$ cat config.mk
export PLATFORM = sky130hd
export DESIGN_NAME = demux1_4_reg
export DESIGN_NICKNAME = d
export VERILOG_FILES = /design/src/rtl/demux1_4_reg.sv
export SDC_FILE = /design/constraint.sdc
export NUM_CORES = 1
export LEC_CHECK = 0
export CORE_MARGIN = 1.5
export CORE_UTILIZATION = 41
export DETAILED_ROUTE_END_ITERATION = 10
export PLACE_DENSITY = 0.78
export RECOVER_POWER = 25
export SLEW_MARGIN = 20
export SYNTH_ARGS = -nofsm -noshare
export SYNTH_HDL_FRONTEND = slang
export SYNTH_SLANG_ARGS = --single-unit
$ cat constraint.sdc
create_clock -name clk -period 1.4 [get_ports clk]
set_clock_uncertainty 0.05 [all_clocks]
set_input_delay 0.21 -clock clk [delete_from_list [all_inputs] [get_ports clk]]
set_output_delay 0.21 -clock clk [all_outputs]
set_load 0.05 [all_outputs]
$ cat src/rtl/demux1_4_reg.sv
// rtl/demux1_4_reg.sv - registered 1-to-4 demultiplexer with per-channel valid/ack handshake
//
// One producer word (in_data) is steered by sel into one of four holding
// registers. Each channel stays FULL until its consumer acks it, which
// gives back-pressure per destination. Accepted writes are counted.
//
// Ports:
//   clk        rising-edge clock
//   rst_n      asynchronous active-low reset
//   in_valid   producer presents in_data/sel
//   in_ready   write accepted this cycle (combinational on sel/out_valid/out_ack)
//   in_data    word to distribute
//   sel        destination channel 0..3
//   out_data   channel k at [k*WIDTH +: WIDTH]
//   out_valid  channel k holds an unconsumed word
//   out_ack    consumer k takes its word
//   xfer_cnt   accepted-transfer counter, wraps 255->0
//   err_ovw    sticky overwrite flag
//
// Optional feature macro: DEMUX1_4_OVERWRITE_EN
//   defined   : in_ready is always 1, writes to a FULL un-acked channel
//               overwrite it and set err_ovw until reset
//   undefined : back-pressure, err_ovw tied to 0

module demux1_4_reg #(
  parameter int WIDTH = 32
) (
  input  logic               clk,
  input  logic               rst_n,
  input  logic               in_valid,
  output logic               in_ready,
  input  logic [WIDTH-1:0]   in_data,
  input  logic [1:0]         sel,
  output logic [4*WIDTH-1:0] out_data,
  output logic [3:0]         out_valid,
  input  logic [3:0]         out_ack,
  output logic [7:0]         xfer_cnt,
  output logic               err_ovw
);

  typedef enum logic {
    EMPTY = 1'b0,
    FULL  = 1'b1
  } state_t;

  state_t           state_q [4];
  state_t           state_d [4];
  logic [WIDTH-1:0] data_q  [4];
  logic             wr;
  logic [3:0]       wr_ch;

`ifdef DEMUX1_4_OVERWRITE_EN
  assign in_ready = 1'b1;
`else
  // A FULL destination can still accept when its word is consumed this cycle.
  assign in_ready = ~out_valid[sel] | out_ack[sel];
`endif

  // in_valid gates the write so sel is irrelevant while idle.
  assign wr = in_valid & in_ready;

  always_comb begin
    wr_ch = 4'b0000;
    for (int k = 0; k < 4; k++) begin
      wr_ch[k] = wr && (sel == 2'(k));
    end
  end

  always_comb begin
    for (int k = 0; k < 4; k++) begin
      state_d[k] = state_q[k];
      case (state_q[k])
        EMPTY: if (wr_ch[k]) state_d[k] = FULL;
        FULL: begin
          // A write wins over an ack: the old word is consumed, the new one held.
          if (!wr_ch[k] && out_ack[k]) state_d[k] = EMPTY;
        end
        default: state_d[k] = EMPTY;
      endcase
    end
  end

  always_ff @(posedge clk or negedge rst_n) begin
    if (!rst_n) begin
      for (int k = 0; k < 4; k++) begin
        state_q[k] <= EMPTY;
        data_q[k]  <= '0;
      end
    end else begin
      for (int k = 0; k < 4; k++) begin
        state_q[k] <= state_d[k];
        if (wr_ch[k]) data_q[k] <= in_data;
      end
    end
  end

  always_comb begin
    out_valid = 4'b0000;
    out_data  = '0;
    for (int k = 0; k < 4; k++) begin
      out_valid[k]                = (state_q[k] == FULL);
      out_data[k*WIDTH +: WIDTH]  = data_q[k];
    end
  end

  always_ff @(posedge clk or negedge rst_n) begin
    if (!rst_n) begin
      xfer_cnt <= 8'd0;
    end else if (wr) begin
      xfer_cnt <= xfer_cnt + 8'd1;
    end
  end

`ifdef DEMUX1_4_OVERWRITE_EN
  always_ff @(posedge clk or negedge rst_n) begin
    if (!rst_n) begin
      err_ovw <= 1'b0;
    end else if (|(wr_ch & out_valid & ~out_ack)) begin
      err_ovw <= 1'b1;
    end
  end
`else
  assign err_ovw = 1'b0;
`endif

endmodule

==> flow_summary.yaml <==
clock_tree:
  root_buffer: "clkbuf_16"
  clock_latency_ns: 0.41
  clk_pin_slew_worst_paths_ns: 0.06
  numCtsBuffers: 17
  h-tree-depth: 4
  clock_path_buffers: 2
  clkSinkCount: 140
  cts_tree: "built"
sta:
  min_period_over_period: 1.293
  slew_violations: 0
  worstMarginPinSlew_ns: 0.8385
  rsz0062_at_grt: "true"
  timing.fmax_mhz: 552.3
  relSlewSlack: 0.4410
  finalCriticalPeriod_ns: 1.811
  setup_viol: 142
  hold_viol: 0
  setup_ws_ns: -0.4107
global_routing:
  grt_pass1_wl_mm: 27.11
  grt_start_max_net_pins: 37
  antenna_found_initial: 0
  grt_pass1_vias: 4317
  grt-ovfl-total: 0
  grt_usage: 0.2605
cells_and_area:
  antenna_cells: 0
  regArea_mm2: 0.003508
  drive_gt1_frac: 0.6475
  instances_no_fill: 749
  area_delta_synth_final_pct: 90.52
  num-nets-final: 602
  multi_input_area_mm2: 0.002160
  fillers: 639
floorplan:
  die_h_um: 118.9
  dieArea_mm2: 0.01413
  initial_utilization: 0.4175
  num_rows: 42
  io_pins: 183
  die_w_um: 118.9
  design.core.area_mm2: 0.01319
synthesis:
  yosys-top-cells-area: "dfrtp_1, mux2_2, mux2_4, mux2_1, xnor2_1"
  synth_seq_cells: 140
  yosysMostFrequentCell: "dfrtp_1"
  ys_async_sr_fraction: 1.000
  synth_edf_count: 0
  synth_seq_area_share: 0.6362
  synth_top_area_frac: 0.6362
  yosysTopAreaCell: "dfrtp_1"
  syn_area_per_cell_um2: 17.10
  syn_area_mm2: 0.005507
  ys_top_cells_by_count: "dfrtp_1, mux2_2, mux2_4"
  synth_top_flop_cell: "dfrtp_1"
  synth_cell_types: 27
  synth_nets: 364
  synthCells: 322
  ys_warn_count: 0
worst_setup_path:
  crit_arrival_ns: 1.55
  end_kind: "primary output"
  crit_type: "reg -> out"
  rr_endpoint: "xfer_cnt[7]"
  cp.required_ns: 1.14
  regToRegSetupSlack_ns: -0.38
  critPathMaxFanout: 2
  start_kind: "flop"
  rr_startpoint: "out_valid[3]"
  ff2ff_path_depth: 7
placed_design:
  dp_cells: 689
  place_hpwl_mm: 10.65
  numPortBuffers: 181
  pre_cts_slack_ns: -0.5198
  gp_congestion: 0.8357
outcome:
  run_status: "finished with violations"
  violations: "setup timing"
power_and_ir_drop:
  peakVddDrop_mv: 1.798
  powerDensity_mw_per_mm2: 1912
  power_w: 0.02006
  leakage_nw: 4.812
detailed_routing:
  drc_errors: 0
  viasPerCell: 4.987
  wl_per_cell_um: 23.33
  num_vias: 3735
  first_pass_iters: 4
  antenna_left: 0
  drt_wl_total_mm: 17.48
  drt_iter0_drc: 141
run:
  cap_violations: 0
worst_hold_path:
  hold_class: "in -> reg"
  min_to: "out_valid[1]"
  hold_start: "sel[1]"
  hold_depth: 2
## metal layers
layer,global-route usage,wire (µm),vias up
li1,-,-,1612
met1,0.3120,6818,1938
met2,0.4495,9254,148
met3,0.06849,923,37
met4,0.1032,478,0
met5,0,0,-
## per-stage QoR
stage | area, µm² | hold WS, ns | util | TNS, ns
after global placement | 9380 | 0.06171 | 0.7112 | -59.45
final | 10490 | 0.1376 | 0.7954 | -25.59
after detailed placement | 9380 | 0.06247 | 0.7112 | -62.74
after floorplan | 5817 | -0.1356 | - | -20.35
after global routing | 10490 | 0.1404 | 0.7954 | -31.19
after CTS | 10570 | 0.1903 | 0.8014 | -22.36
## worst max-delay path by stage
stage / from / to
after floorplan: out_valid[3] / xfer_cnt[1]
after global placement: sel[1] / xfer_cnt[1]
after detailed placement: sel[1] / out_data[50]
after CTS: out_valid[3] / in_ready
after global routing: out_valid[3] / xfer_cnt[7]
final: out_valid[3] / in_ready
## cell type report
class | instances | share of cell area
inverters | 1 | 0.0003578
clock inverters | 11 | 0.01813
well taps | 176 | 0.02099
flip-flops and latches | 140 | 0.3344
repair buffers | 235 | 0.3773
clock buffers | 21 | 0.04293
multi-input cells | 165 | 0.2058
## layout by cell type, fill, tap and decap left out, types with 4 or more instances in the layout
master,instances
nand2_1,5
buf_6,9
buf_12,153
bufinv_16,5
clkdlybuf4s50_1,36
buf_16,5
mux2_2,27
clkbuf_16,17
nand3_2,4
mux2_4,102
xnor2_1,6
buf_4,21
dfrtp_1,136
dfrtp_2,4
buf_8,6
## state kept, by name, indices dropped and copies added, names as in the netlist
register and count:
out_data 128, xfer_cnt 8, out_valid 4
## where the power goes
| group | switching, W | internal (W) |
|---|---|---|
| registers | 0.00113 | 0.00494 |
| clock network | 0.00169 | 0.00321 |
| logic | 0.00438 | 0.00472 |
## critical path: stages (launching register included)
cell and delay, ns:
dfrtp_2 0.37, nand2b_1 0.08, mux4_2 0.51, buf_8 0.17
## logic make-up after synthesis
family / share of synthesized area
simple gates: 0.03340
compound gates: 0.0009080
buf+inv: 0.03045
other cells: 0.0006810
flops: 0.6362
fa+ha+maj: 0.002272
mux: 0.2849
xor+xnor: 0.01113
## what timing repair did
| item | CTS | global route |
|---|---|---|
| setup buffers | 22 | 7 |
| pin swaps | 1 | 2 |
| resized for setup | 30 | 28 |
| endpoints found under the hold margin | 140 | 0 |
| hold buffers | 1 | 0 |
| setup endpoints to repair | 127 | 141 |
| gates cloned | 10 | 0 |
No activity file was read; power rests on OpenSTA's default activity.
